<file path="src/rtl/uart_pkg.sv">
// Shared types and helpers for the UART transmitter.
// Holds the frame FSM states and the data-width encoding.
package uart_pkg;

    typedef enum logic [2:0] {
        IDLE,
        START,
        DATA,
        PARITY,
        STOP
    } tx_state_e;

    localparam logic [1:0] DBITS_5 = 2'b00;
    localparam logic [1:0] DBITS_6 = 2'b01;
    localparam logic [1:0] DBITS_7 = 2'b10;
    localparam logic [1:0] DBITS_8 = 2'b11;

    // Index of the final data bit for a width code.
    function automatic logic [2:0] last_bit_idx(input logic [1:0] sel);
        logic [2:0] idx;
        idx = 3'd7;
        unique case (sel)
            DBITS_5: idx = 3'd4;
            DBITS_6: idx = 3'd5;
            DBITS_7: idx = 3'd6;
            DBITS_8: idx = 3'd7;
        endcase
        return idx;
    endfunction

    // Mask of the data bits actually sent for a width code.
    function automatic logic [7:0] data_mask(input logic [1:0] sel);
        logic [7:0] m;
        m = 8'hFF;
        unique case (sel)
            DBITS_5: m = 8'h1F;
            DBITS_6: m = 8'h3F;
            DBITS_7: m = 8'h7F;
            DBITS_8: m = 8'hFF;
        endcase
        return m;
    endfunction

endpackage

</file>
<file path="src/rtl/uart_baud_gen.sv">
// Bit-period timer for the UART transmitter.
// Pulses bit_tick on the last cycle of every bit period while enabled.
module uart_baud_gen #(
    parameter int CLKS_PER_BIT = 434
) (
    input  logic clk,
    input  logic reset,
    input  logic enable,
    output logic bit_tick
);

    localparam int CNT_W = (CLKS_PER_BIT > 1) ? $clog2(CLKS_PER_BIT) : 1;
    localparam logic [CNT_W-1:0] CNT_MAX = CNT_W'(CLKS_PER_BIT - 1);

    logic [CNT_W-1:0] cnt_q;

    assign bit_tick = enable && (cnt_q == CNT_MAX);

    // Count cycles within a bit; reload at each boundary so there is no drift.
    always_ff @(posedge clk or posedge reset) begin
        if (reset) begin
            cnt_q <= '0;
        end else if (!enable || bit_tick) begin
            cnt_q <= '0;
        end else begin
            cnt_q <= cnt_q + CNT_W'(1);
        end
    end

endmodule

</file>
<file path="src/rtl/uart_tx.sv">
// UART transmitter: 5-8 data bits, optional parity, 1 or 2 stop bits.
// Frame settings are latched at launch; the serial line is registered.
module uart_tx
    import uart_pkg::*;
#(
    parameter int CLKS_PER_BIT = 434
) (
    input  logic        clk,
    input  logic        reset,
    input  logic [31:0] tx_data_i,
    input  logic [1:0]  data_bit_num_i,
    input  logic        stop_bit_num_i,
    input  logic        parity_en_i,
    input  logic        parity_type_i,
    input  logic        start_tx_i,
    output logic        tx_o,
    output logic        tx_busy_o,
    output logic        tx_done_o
);

    tx_state_e  state_q;
    tx_state_e  state_n;

    logic       start_q;
    logic       launch;
    logic       bit_tick;

    logic [7:0] data_q;
    logic [1:0] nbits_q;
    logic       stop2_q;
    logic       par_en_q;
    logic       par_odd_q;
    logic       parity_bit;

    logic [2:0] idx_q;
    logic [2:0] idx_n;
    logic       stop_cnt_q;
    logic       stop_cnt_n;
    logic       tx_q;
    logic       tx_n;
    logic       done_q;
    logic       done_n;

    logic       unused_data;

    assign unused_data = ^tx_data_i[31:8];

    assign launch     = (state_q == IDLE) && start_tx_i && !start_q;
    assign parity_bit = (^(data_q & data_mask(nbits_q))) ^ par_odd_q;

    assign tx_o      = tx_q;
    assign tx_busy_o = (state_q != IDLE);
    assign tx_done_o = done_q;

    uart_baud_gen #(
        .CLKS_PER_BIT (CLKS_PER_BIT)
    ) u_baud (
        .clk      (clk),
        .reset    (reset),
        .enable   (tx_busy_o),
        .bit_tick (bit_tick)
    );

    // Edge-detect copy of the start request.
    always_ff @(posedge clk or posedge reset) begin
        if (reset) begin
            start_q <= 1'b0;
        end else begin
            start_q <= start_tx_i;
        end
    end

    // Capture frame settings at launch so later input changes are ignored.
    always_ff @(posedge clk or posedge reset) begin
        if (reset) begin
            data_q    <= '0;
            nbits_q   <= '0;
            stop2_q   <= 1'b0;
            par_en_q  <= 1'b0;
            par_odd_q <= 1'b0;
        end else if (launch) begin
            data_q    <= tx_data_i[7:0];
            nbits_q   <= data_bit_num_i;
            stop2_q   <= stop_bit_num_i;
            par_en_q  <= parity_en_i;
            par_odd_q <= parity_type_i;
        end
    end

    // FSM and output registers.
    always_ff @(posedge clk or posedge reset) begin
        if (reset) begin
            state_q    <= IDLE;
            idx_q      <= '0;
            stop_cnt_q <= 1'b0;
            tx_q       <= 1'b1;
            done_q     <= 1'b0;
        end else begin
            state_q    <= state_n;
            idx_q      <= idx_n;
            stop_cnt_q <= stop_cnt_n;
            tx_q       <= tx_n;
            done_q     <= done_n;
        end
    end

    // Next state plus the line level to present in that state.
    always_comb begin
        state_n    = state_q;
        idx_n      = idx_q;
        stop_cnt_n = stop_cnt_q;
        tx_n       = tx_q;
        done_n     = done_q;
        unique case (state_q)
            IDLE: begin
                tx_n = 1'b1;
                if (launch) begin
                    state_n = START;
                    tx_n    = 1'b0;
                    done_n  = 1'b0;
                end
            end
            START: begin
                if (bit_tick) begin
                    state_n = DATA;
                    idx_n   = '0;
                    tx_n    = data_q[0];
                end
            end
            DATA: begin
                if (bit_tick) begin
                    if (idx_q == last_bit_idx(nbits_q)) begin
                        if (par_en_q) begin
                            state_n = PARITY;
                            tx_n    = parity_bit;
                        end else begin
                            state_n    = STOP;
                            stop_cnt_n = 1'b0;
                            tx_n       = 1'b1;
                        end
                    end else begin
                        idx_n = idx_q + 3'd1;
                        tx_n  = data_q[idx_n];
                    end
                end
            end
            PARITY: begin
                if (bit_tick) begin
                    state_n    = STOP;
                    stop_cnt_n = 1'b0;
                    tx_n       = 1'b1;
                end
            end
            STOP: begin
                tx_n = 1'b1;
                if (bit_tick) begin
                    if (stop2_q && !stop_cnt_q) begin
                        stop_cnt_n = 1'b1;
                    end else begin
                        state_n = IDLE;
                        done_n  = 1'b1;
                    end
                end
            end
            default: begin
                state_n = IDLE;
                tx_n    = 1'b1;
            end
        endcase
    end

endmodule

</file>
<file path="config.mk">
export PLATFORM = sky130hd
export DESIGN_NAME = uart_tx
export DESIGN_NICKNAME = d
export VERILOG_FILES = /design/src/rtl/uart_pkg.sv /design/src/rtl/uart_baud_gen.sv /design/src/rtl/uart_tx.sv
export SDC_FILE = /design/constraint.sdc
export NUM_CORES = 1
export LEC_CHECK = 0
export ABC_AREA = 1
export CAP_MARGIN = 20
export CORE_AREA = 2 2 67 75
export DETAILED_ROUTE_END_ITERATION = 7
export DIE_AREA = 0 0 69 77
export DONT_BUFFER_PORTS = 1
export SYNTH_ARGS = -nofsm -noshare
export SYNTH_HDL_FRONTEND = slang
export SYNTH_SLANG_ARGS = --single-unit
</file>
<file path="constraint.sdc">
create_clock -name clk -period 2.3 [get_ports clk]
set_clock_uncertainty 0.15 [all_clocks]
set_input_delay 0.46 -clock clk [delete_from_list [all_inputs] [get_ports clk]]
set_output_delay 0.46 -clock clk [all_outputs]
set_load 0.005 [all_outputs]
</file>
==> results of run 1 <==
## kinds of logic after synthesis
family,Yosys count,synth area share (%)
adder cells (fa/ha/maj),3,2.135
multiplexers,3,1.922
AND/OR/NAND/NOR,109,28.97
XOR/XNOR,3,1.495
flip-flops,32,45.62
AO/OA/AOI/OAI,36,11.03
buffers and inverters,39,8.825
## power groups by stage
stage | registers, mW | clock network (mW) | logic [mW]
floorplan | 0.853 | 0 | 0.780
global placement | 0.894 | 0 | 0.922
detailed placement | 0.899 | 0 | 0.935
CTS | 0.889 | 0.423 | 0.938
global route | 0.917 | 0.446 | 1.09
finish | 0.886 | 0.403 | 0.922
## worst reg2reg max path, stage by stage (launching register included)
cell and delay (ns):
dfrtp_1 0.45, nor2_1 0.14, inv_1 0.06, nor2_1 0.27
nand2_1 0.18, nand2_1 0.09, nand2_1 0.11, a21oi_1 0.14
a21oi_1 0.06
## final timing paths
check | from | end | slack, ns | cells after the start
max | state_q[2]$_DFFE_PP0P_ | idx_q[0]$_DFFE_PP0P_ | 0.53 | 8
min | reset | idx_q[0]$_DFFE_PP0P_ | -0.008 | 2
max reg2reg | state_q[2]$_DFFE_PP0P_ | idx_q[0]$_DFFE_PP0P_ | 0.53 | 8
min reg2reg | stop_cnt_q$_DFFE_PP0P_ | stop_cnt_q$_DFFE_PP0P_ | 0.34 | 1
max in group asynchronous | reset | tx_o$_DFFE_PP1P_ | 1.68 | 2
min in group clk | start_tx_i | start_q$_DFF_PP0_ | 0.05 | 0
## state kept, by name (all words and copies together), names as in the netlist
register and cells:
u_baud.cnt_q 9, data_q 8, idx_q 3, state_q 3, nbits_q 2, par_en_q 1, par_odd_q 1, start_q 1
stop2_q 1, stop_cnt_q 1, tx_done_o 1, tx_o 1
## synthesized netlist by cell type, types with 2 or more instances
cell type and count:
a21oi_1 21, dfrtp_1 31, ha_1 3, inv_1 34
mux2_2 3, nand2_1 50, nand2_2 4, nand3_1 12
nand3_2 2, nand4_1 2, nor2_1 23, nor2_4 2
nor3_1 6, nor3b_1 2, o21a_1 2, o21ai_0 6
o21ai_1 4, or2_2 2, xor2_1 2
## per-layer routing
| metal | global-route usage [%] | wire length [um] |
|---|---|---|
| met3 | 4.993 | 140 |
| met4 | 7.255 | 74 |
| met2 | 23.37 | 1585 |
| met1 | 15.84 | 1536 |
| met5 | 0 | 0 |
## layout make-up
type / instances / area share [%]
clock inverter: 1 / 0.2632
clock buffer: 6 / 3.816
multi-input combinational: 154 / 42.11
timing repair buffer: 2 / 0.7895
inverter: 36 / 7.171
sequential: 32 / 42.17
tap: 56 / 3.684
## through the flow
step	hold WS (ns)	instances	power, mW
global placement	0.3171	280	1.816
floorplan	0.3108	225	1.633
CTS	0.004576	287	2.250
global route	0.02872	287	2.453
detailed placement	0.3184	280	1.834
finish	-0.007967	287	2.211
==> results.json, run 1 <==
{
  "outcome": "finished, violations left",
  "failed_checks": "negative hold slack",
  "hold-worst-slack_ns": -0.007967,
  "syn-num-nets": 268,
  "cts_resized": 0,
  "rsz0062_at_grt": "false",
  "path_buf_inv": 1,
  "synth_edf_count": 0,
  "crit_path_end_kind": "flip-flop",
  "cts_root_buffer": "clkbuf_8",
  "area_growth_pct": 8.185,
  "synth_top_area_cell": "dfrtp_1",
  "internal-power_mw": 1.291,
  "post_drt_wl_per_cell_um": 11.62,
  "drcViolationCount": 0,
  "die_w_um": 69,
  "yosys_most_used_dff": "dfrtp_1",
  "p_sw_share_pct": 41.60,
  "final_common_cell": "nand2_1",
  "core_area_sq_um": 4554,
  "netlist_area_sq_um": 1758,
  "max_slew_margin_pct": 72.70,
  "dp_hpwl_um": 2471,
  "layout_common_cells": "nand2_1 (50), inv_1 (34), dfrtp_1 (31)",
  "p_clk_share_pct": 18.2,
  "io_buffers": 0,
  "setup-violations-final": 0,
  "cts_sinks": 32,
  "stdcell_area_sq_um": 1902,
  "grt_max_degree": 33,
  "grt_pass1_vias": 1412,
  "grtUsageTotal_pct": 14.08,
  "synth_area_leaders": "dfrtp_1 (44%), nand2_1 (11%), inv_1 (7.3%), a21oi_1 (6.0%), nor2_1 (4.9%)",
  "crit_arrival_ns": 1.78,
  "ctsHoldBuffers": 0,
  "grt_pass1_wl_um": 5989,
  "die_h_um": 77,
  "hp-class": "input pin to async pin",
  "post_cts_buffers": 0,
  "drt-pass1-iter-count": 4,
  "fin_crit_ns": 1.768,
  "wl_um": 3336,
  "ys_async_sr_fraction_pct": 100.0,
  "initial_utilization_pct": 38.60,
  "fin_nets": 274,
  "power_density_nw_per_um2": 1163,
  "place_area_sq_um": 1824,
  "core.rowCount": 26,
  "layout-drive-gt1-share_pct": 11.26,
  "synth_seq_area_share_pct": 45.62,
  "seqCellArea_sq_um": 802.0,
  "slowest_delay_ns": 0.45,
  "seqPwrFrac_pct": 40.1,
  "slowest_stage": "dfrtp_1",
  "max_freq_mhz": 565.5,
  "place.gp.congestion": 0.7655,
  "num_antenna_cells": 0,
  "crit_top_cell": "nand2_1",
  "syn_area_per_cell_sq_um": 7.813,
  "yosysTopAreaCellShare_pct": 44.13,
  "critPathTopFamily": "simple AND/OR/NAND/NOR gates",
  "syn_inst": 225,
  "power_leakage_nw": 0.9796,
  "slew_viol_final": 0,
  "yosys_register_bits": 32,
  "cts_tree": "yes",
  "dieArea_sq_um": 5313,
  "vdd_drop_max_v": 0.0004535,
  "io_pins": 43,
  "worst_pin_slew_ns": 0.4094,
  "p_comb_share_pct": 41.7,
  "multi_input_comb_area_sq_um": 800.8,
  "via_per_inst": 4.805,
  "maxCapViolations": 0,
  "post-route-period-util_pct": 76.89,
  "cts_buffer_depth": 2,
  "cp.required_ns": 2.31,
  "synth.distinct_cells": 33,
  "clk_latency_ns": 0.29,
  "setup-tns-final_ns": 0,
  "start_kind": "flip-flop",
  "cts.clk_slew.worst_paths_ns": 0.07,
  "synth_warnings": 0,
  "path_class": "flip-flop to flip-flop",
  "postLayoutCoreUtil_pct": 41.76,
  "pre_cts_slack_ns": 0.5337,
  "finalWorstSetupSlack_ns": 0.5315,
  "drt.antenna.violating_nets": 0,
  "fillCellCount": 463,
  "cts.htree.levels": 2,
  "antenna_found_initial": 0,
  "power_switching_mw": 0.9198,
  "path_cells": "nor2_1 -> inv_1 -> nor2_1 -> nand2_1 -> nand2_1 -> nand2_1 -> a21oi_1 -> a21oi_1",
  "finalHoldViolCount": 17,
  "vias": 1379,
  "drt_iter0_markers": 94,
  "grt_overflow_total": 0,
  "cts_buffers": 5,
  "critPathMaxFanout": 6
}
Power figures use the tool's default switching activity.
==> inputs of run 2 (changes only) <==
clock period = 1.8 ns   (was 2.3 ns; I/O delays follow)
==> run 2 against run 1 <==
  * The run now ends clean
  * Via count up 3.1%
  * Die area stayed put
  * Register-to-register slack worse by 0.42 ns
  * Critical path type unchanged
  * Critical endpoint is now data_q[2]$_DFFE_PP0P_
  * Highest routed layer unchanged
==> results.json, run 2 (same netlist as run 1, synthesis figures left out) <==
{
  "grtUsageTotal_pct": 13.94,
  "power_density_nw_per_um2": 1533,
  "critPathMaxFanout": 24,
  "finalHoldViolCount": 0,
  "stdcell_area_sq_um": 2018,
  "final_common_cell": "nand2_1",
  "slowest_stage": "dfrtp_1",
  "drt_iter0_markers": 54,
  "die_h_um": 77,
  "vias": 1422,
  "maxCapViolations": 0,
  "antenna_found_initial": 0,
  "initial_utilization_pct": 38.60,
  "core.rowCount": 26,
  "largest-register": "u_baud.cnt_q",
  "setup-violations-final": 0,
  "crit_arrival_ns": 1.71,
  "cp.required_ns": 1.82,
  "cts_buffer_depth": 2,
  "area_growth_pct": 14.80,
  "fin_crit_ns": 1.689,
  "grt_pass1_vias": 1359,
  "cts_buffers": 5,
  "vdd_drop_max_v": 0.0005660,
  "fin_nets": 283,
  "place.gp.congestion": 0.7290,
  "power_leakage_nw": 1.039,
  "top_regs": "u_baud.cnt_q x9, data_q x8",
  "critPathTopFamily": "flip-flops",
  "fillCellCount": 469,
  "cts_sinks": 32,
  "max_slew_margin_pct": 73.31,
  "post-route-period-util_pct": 93.82,
  "max_freq_mhz": 592.1,
  "drt.antenna.violating_nets": 0,
  "core_area_sq_um": 4554,
  "hp-class": "input pin to flip-flop",
  "grt_pass1_wl_um": 6003,
  "path_cells": "nor2_2 -> inv_2 -> nor2_4 -> nand3_2 -> buf_4 -> mux2_2",
  "path_class": "flip-flop to flip-flop",
  "die_w_um": 69,
  "cts.clk_slew.worst_paths_ns": 0.08,
  "dp_hpwl_um": 2479,
  "path_buf_inv": 2,
  "drt-pass1-iter-count": 4,
  "num_antenna_cells": 0,
  "via_per_inst": 4.788,
  "io_buffers": 0,
  "cts_root_buffer": "clkbuf_8",
  "post_drt_wl_per_cell_um": 11.64,
  "io_pins": 43,
  "grt_overflow_total": 0,
  "crit_path_end_kind": "flip-flop",
  "start_kind": "flip-flop",
  "rsz0062_at_grt": "false",
  "clk_latency_ns": 0.29,
  "layout_common_cells": "nand2_1 (49), inv_1 (34), dfrtp_1 (31)",
  "drcViolationCount": 0,
  "worst_pin_slew_ns": 0.4003,
  "setup-tns-final_ns": 0,
  "dieArea_sq_um": 5313,
  "grt_max_degree": 33,
  "largest_reg_flops": 9,
  "slew_viol_final": 0,
  "cts.htree.levels": 2,
  "slowest_delay_ns": 0.43,
  "wl_um": 3456,
  "layout-drive-gt1-share_pct": 15.77,
  "place_area_sq_um": 1862,
  "cts_tree": "yes",
  "outcome": "finished clean"
}
[run 2: changes by cell type in the layout (fill, tap and decap cells not counted)]
cell,delta
buf_4,+7
dlygate4sd3_1,+2
bufinv_16,+1
clkbuf_1,-1
clkinvlp_4,+1
nand2_1,-1
nand2_2,+1
nand3_1,-1
nand3_2,+1
or2_1,-1
or2_4,+1
[run 2: what timing repair did]
action,in CTS,in global routing
hold endpoints to repair,32,0
resized for setup,0,3
hold buffers,2,0
setup buffers,0,2
endpoints found under the setup margin,0,5
[run 2: metrics by stage]
step / cells / power, mW / hold slack [ns] / worst slack (ns) / utilization, %
CTS: 295 / 3.074 / 0.06046 / 0.03451 / 43.76
detailed placement: 285 / 2.360 / 0.2118 / 0.04633 / 40.88
floorplan: 225 / 2.087 / 0.2414 / 0.1324 / -
global route: 297 / 3.387 / 0.05882 / 0.002919 / 44.31
global placement: 285 / 2.348 / 0.2145 / 0.06054 / 40.88
finish: 297 / 3.095 / 0.06623 / 0.1112 / 44.31
[run 2: layout make-up]
type,count,area (sq um),share of cell area [%]
multi-input combinational,154,810.8,40.17
clock inverter,3,42.54,2.108
inverter,36,136.4,6.758
timing repair buffer,11,87.58,4.340
tap,56,70.07,3.472
sequential,32,802.0,39.74
clock buffer,5,68.82,3.410
[run 2: power by group]
group	switching, mW	internal, mW
logic	0.763	0.506
clock network	0.289	0.409
registers	0.183	0.944
total	1.24	1.86
[run 2: final timing paths]
check | from | to | slack, ns | cells after the start
worst max-delay path | state_q[0]$_DFFE_PP0P_ | data_q[2]$_DFFE_PP0P_ | 0.11 | 6
worst min-delay path | tx_data_i[5] | data_q[5]$_DFFE_PP0P_ | 0.07 | 1
worst max register to register | state_q[0]$_DFFE_PP0P_ | data_q[2]$_DFFE_PP0P_ | 0.11 | 6
worst min register to register | stop_cnt_q$_DFFE_PP0P_ | stop_cnt_q$_DFFE_PP0P_ | 0.36 | 1
max in group asynchronous | reset | tx_o$_DFFE_PP1P_ | 0.74 | 3
min in group asynchronous | reset | data_q[6]$_DFFE_PP0P_ | 0.44 | 3
[run 2: per-layer routing]
layer | vias up | wire length [um] | GRT usage [%]
met5 | - | 0 | 0
met2 | 12 | 1656 | 22.98
met4 | 0 | 61 | 6.078
met1 | 662 | 1641 | 17.36
met3 | 6 | 97 | 3.285
li1 | 742 | - | -
==> inputs of run 3 (changes only) <==
SKIP_CTS_REPAIR_TIMING = 1   (was default)
SLEW_MARGIN = 20   (was default)
==> run 3 against run 2 <==
  * Cell count unchanged
  * Final area unchanged
  * Die area unchanged
  * Sequential cell count unchanged
  * Count of clock-buffer cells in the layout unchanged
  * Largest power group unchanged
  * Highest routed layer unchanged
==> results.json, run 3 (same netlist as run 1, synthesis figures left out) <==
{
  "cp.required_ns": 1.82,
  "slew_viol_final": 0,
  "drcViolationCount": 0,
  "cts_buffers": 5,
  "start_kind": "flip-flop",
  "post-route-period-util_pct": 93.73,
  "antenna_found_initial": 0,
  "worstReg2RegEnd": "data_q[2]$_DFFE_PP0P_",
  "critPathMaxFanout": 24,
  "max_slew_margin_pct": 73.06,
  "crit_path_end_kind": "flip-flop",
  "initial_utilization_pct": 38.60,
  "post_drt_wl_per_cell_um": 11.67,
  "stdcell_area_sq_um": 2018,
  "io_buffers": 0,
  "drt-pass1-iter-count": 4,
  "rsz0062_at_grt": "false",
  "layout-drive-gt1-share_pct": 15.77,
  "hp-class": "input pin to flip-flop",
  "drt_iter0_markers": 46,
  "timing.rr.start": "state_q[0]$_DFFE_PP0P_",
  "cts_tree": "yes",
  "top_regs": "u_baud.cnt_q x9, data_q x8",
  "maxCapViolations": 0,
  "fillCellCount": 472,
  "core.rowCount": 26,
  "vias": 1424,
  "cts_buffer_depth": 2,
  "largest-register": "u_baud.cnt_q",
  "grt_overflow_total": 0,
  "core_area_sq_um": 4554,
  "final_common_cell": "nand2_1",
  "worstSetupEndpoint": "data_q[2]$_DFFE_PP0P_",
  "cts.htree.levels": 2,
  "dieArea_sq_um": 5313,
  "layout_common_cells": "nand2_1 (49), inv_1 (34), dfrtp_1 (31)",
  "via_per_inst": 4.795,
  "io_pins": 43,
  "setup-tns-final_ns": 0,
  "path_class": "flip-flop to flip-flop",
  "drt.antenna.violating_nets": 0,
  "grt_pass1_wl_um": 5996,
  "cts_root_buffer": "clkbuf_8",
  "cp-startpoint": "state_q[0]$_DFFE_PP0P_",
  "vdd_drop_max_v": 0.0005656,
  "place_area_sq_um": 1862,
  "clk_latency_ns": 0.29,
  "largest_reg_flops": 9,
  "worst_pin_slew_ns": 0.4041,
  "multi_input_comb_area_sq_um": 810.8,
  "reg2reg_depth": 6,
  "die_w_um": 69,
  "fin_crit_ns": 1.687,
  "dp_hpwl_um": 2479,
  "place.gp.congestion": 0.7290,
  "grt_pass1_vias": 1353,
  "num_antenna_cells": 0,
  "rrSetupSlack_ns": 0.11,
  "setup-violations-final": 0,
  "power_density_nw_per_um2": 1534,
  "seqCellArea_sq_um": 802.0,
  "grtUsageTotal_pct": 13.91,
  "cts.clk_slew.worst_paths_ns": 0.08,
  "cts_sinks": 32,
  "wl_um": 3465,
  "fin_nets": 283,
  "max_freq_mhz": 592.7,
  "area_growth_pct": 14.80,
  "finalWorstSetupSlack_ns": 0.1129,
  "crit_arrival_ns": 1.71,
  "pre_cts_slack_ns": 0.04633,
  "outcome": "finished clean",
  "power_leakage_nw": 1.039,
  "grt_max_degree": 33,
  "hold_start": "tx_data_i[5]",
  "finalHoldViolCount": 0,
  "die_h_um": 77
}
-- run 3: stage by stage --
stage | utilization [%] | hold slack [ns] | instances | total power [mW]
floorplan | - | 0.2414 | 225 | 2.087
global placement | 40.88 | 0.2145 | 285 | 2.348
detailed placement | 40.88 | 0.2118 | 285 | 2.360
CTS | 43.32 | -0.1037 | 293 | 3.071
global route | 44.31 | 0.05882 | 297 | 3.387
finish | 44.31 | 0.06518 | 297 | 3.095
-- run 3: worst min-delay path by stage --
stage / depth (start not counted) / slack, ns / end
after floorplan: 0 / 0.24 / start_q$_DFF_PP0_
after global placement: 2 / 0.21 / data_q[2]$_DFFE_PP0P_
after detailed placement: 2 / 0.21 / data_q[1]$_DFFE_PP0P_
after CTS: 2 / -0.10 / stop2_q$_DFFE_PP0P_
after global routing: 1 / 0.06 / data_q[2]$_DFFE_PP0P_
final: 1 / 0.07 / data_q[5]$_DFFE_PP0P_
-- run 3: worst max-delay path, stage by stage, from the launching register on --
cell	delay (ns)
dfrtp_1	0.43
nor2_2	0.15
inv_2	0.08
nor2_4	0.14
nand3_2	0.09
buf_4	0.23
mux2_2	0.29
-- run 3: power by group --
part	internal, mW	switching (mW)
logic	0.506	0.763
clock network	0.410	0.291
registers	0.944	0.182
-- run 3: layout make-up --
class / instances / share of cell area [%]
multi-input cells: 154 / 40.17
well taps: 56 / 3.472
clock buffers: 5 / 3.410
inverters: 36 / 6.758
flip-flops and latches: 32 / 39.74
clock inverters: 3 / 2.108
repair buffers: 11 / 4.340
-- run 3: layer usage --
metal / vias up / GRT usage, % / wire length (um)
met5: - / 0 / 0
met4: 0 / 6.078 / 61
met3: 6 / 3.285 / 95
met2: 12 / 22.88 / 1652
met1: 664 / 17.36 / 1657
li1: 742 / - / -
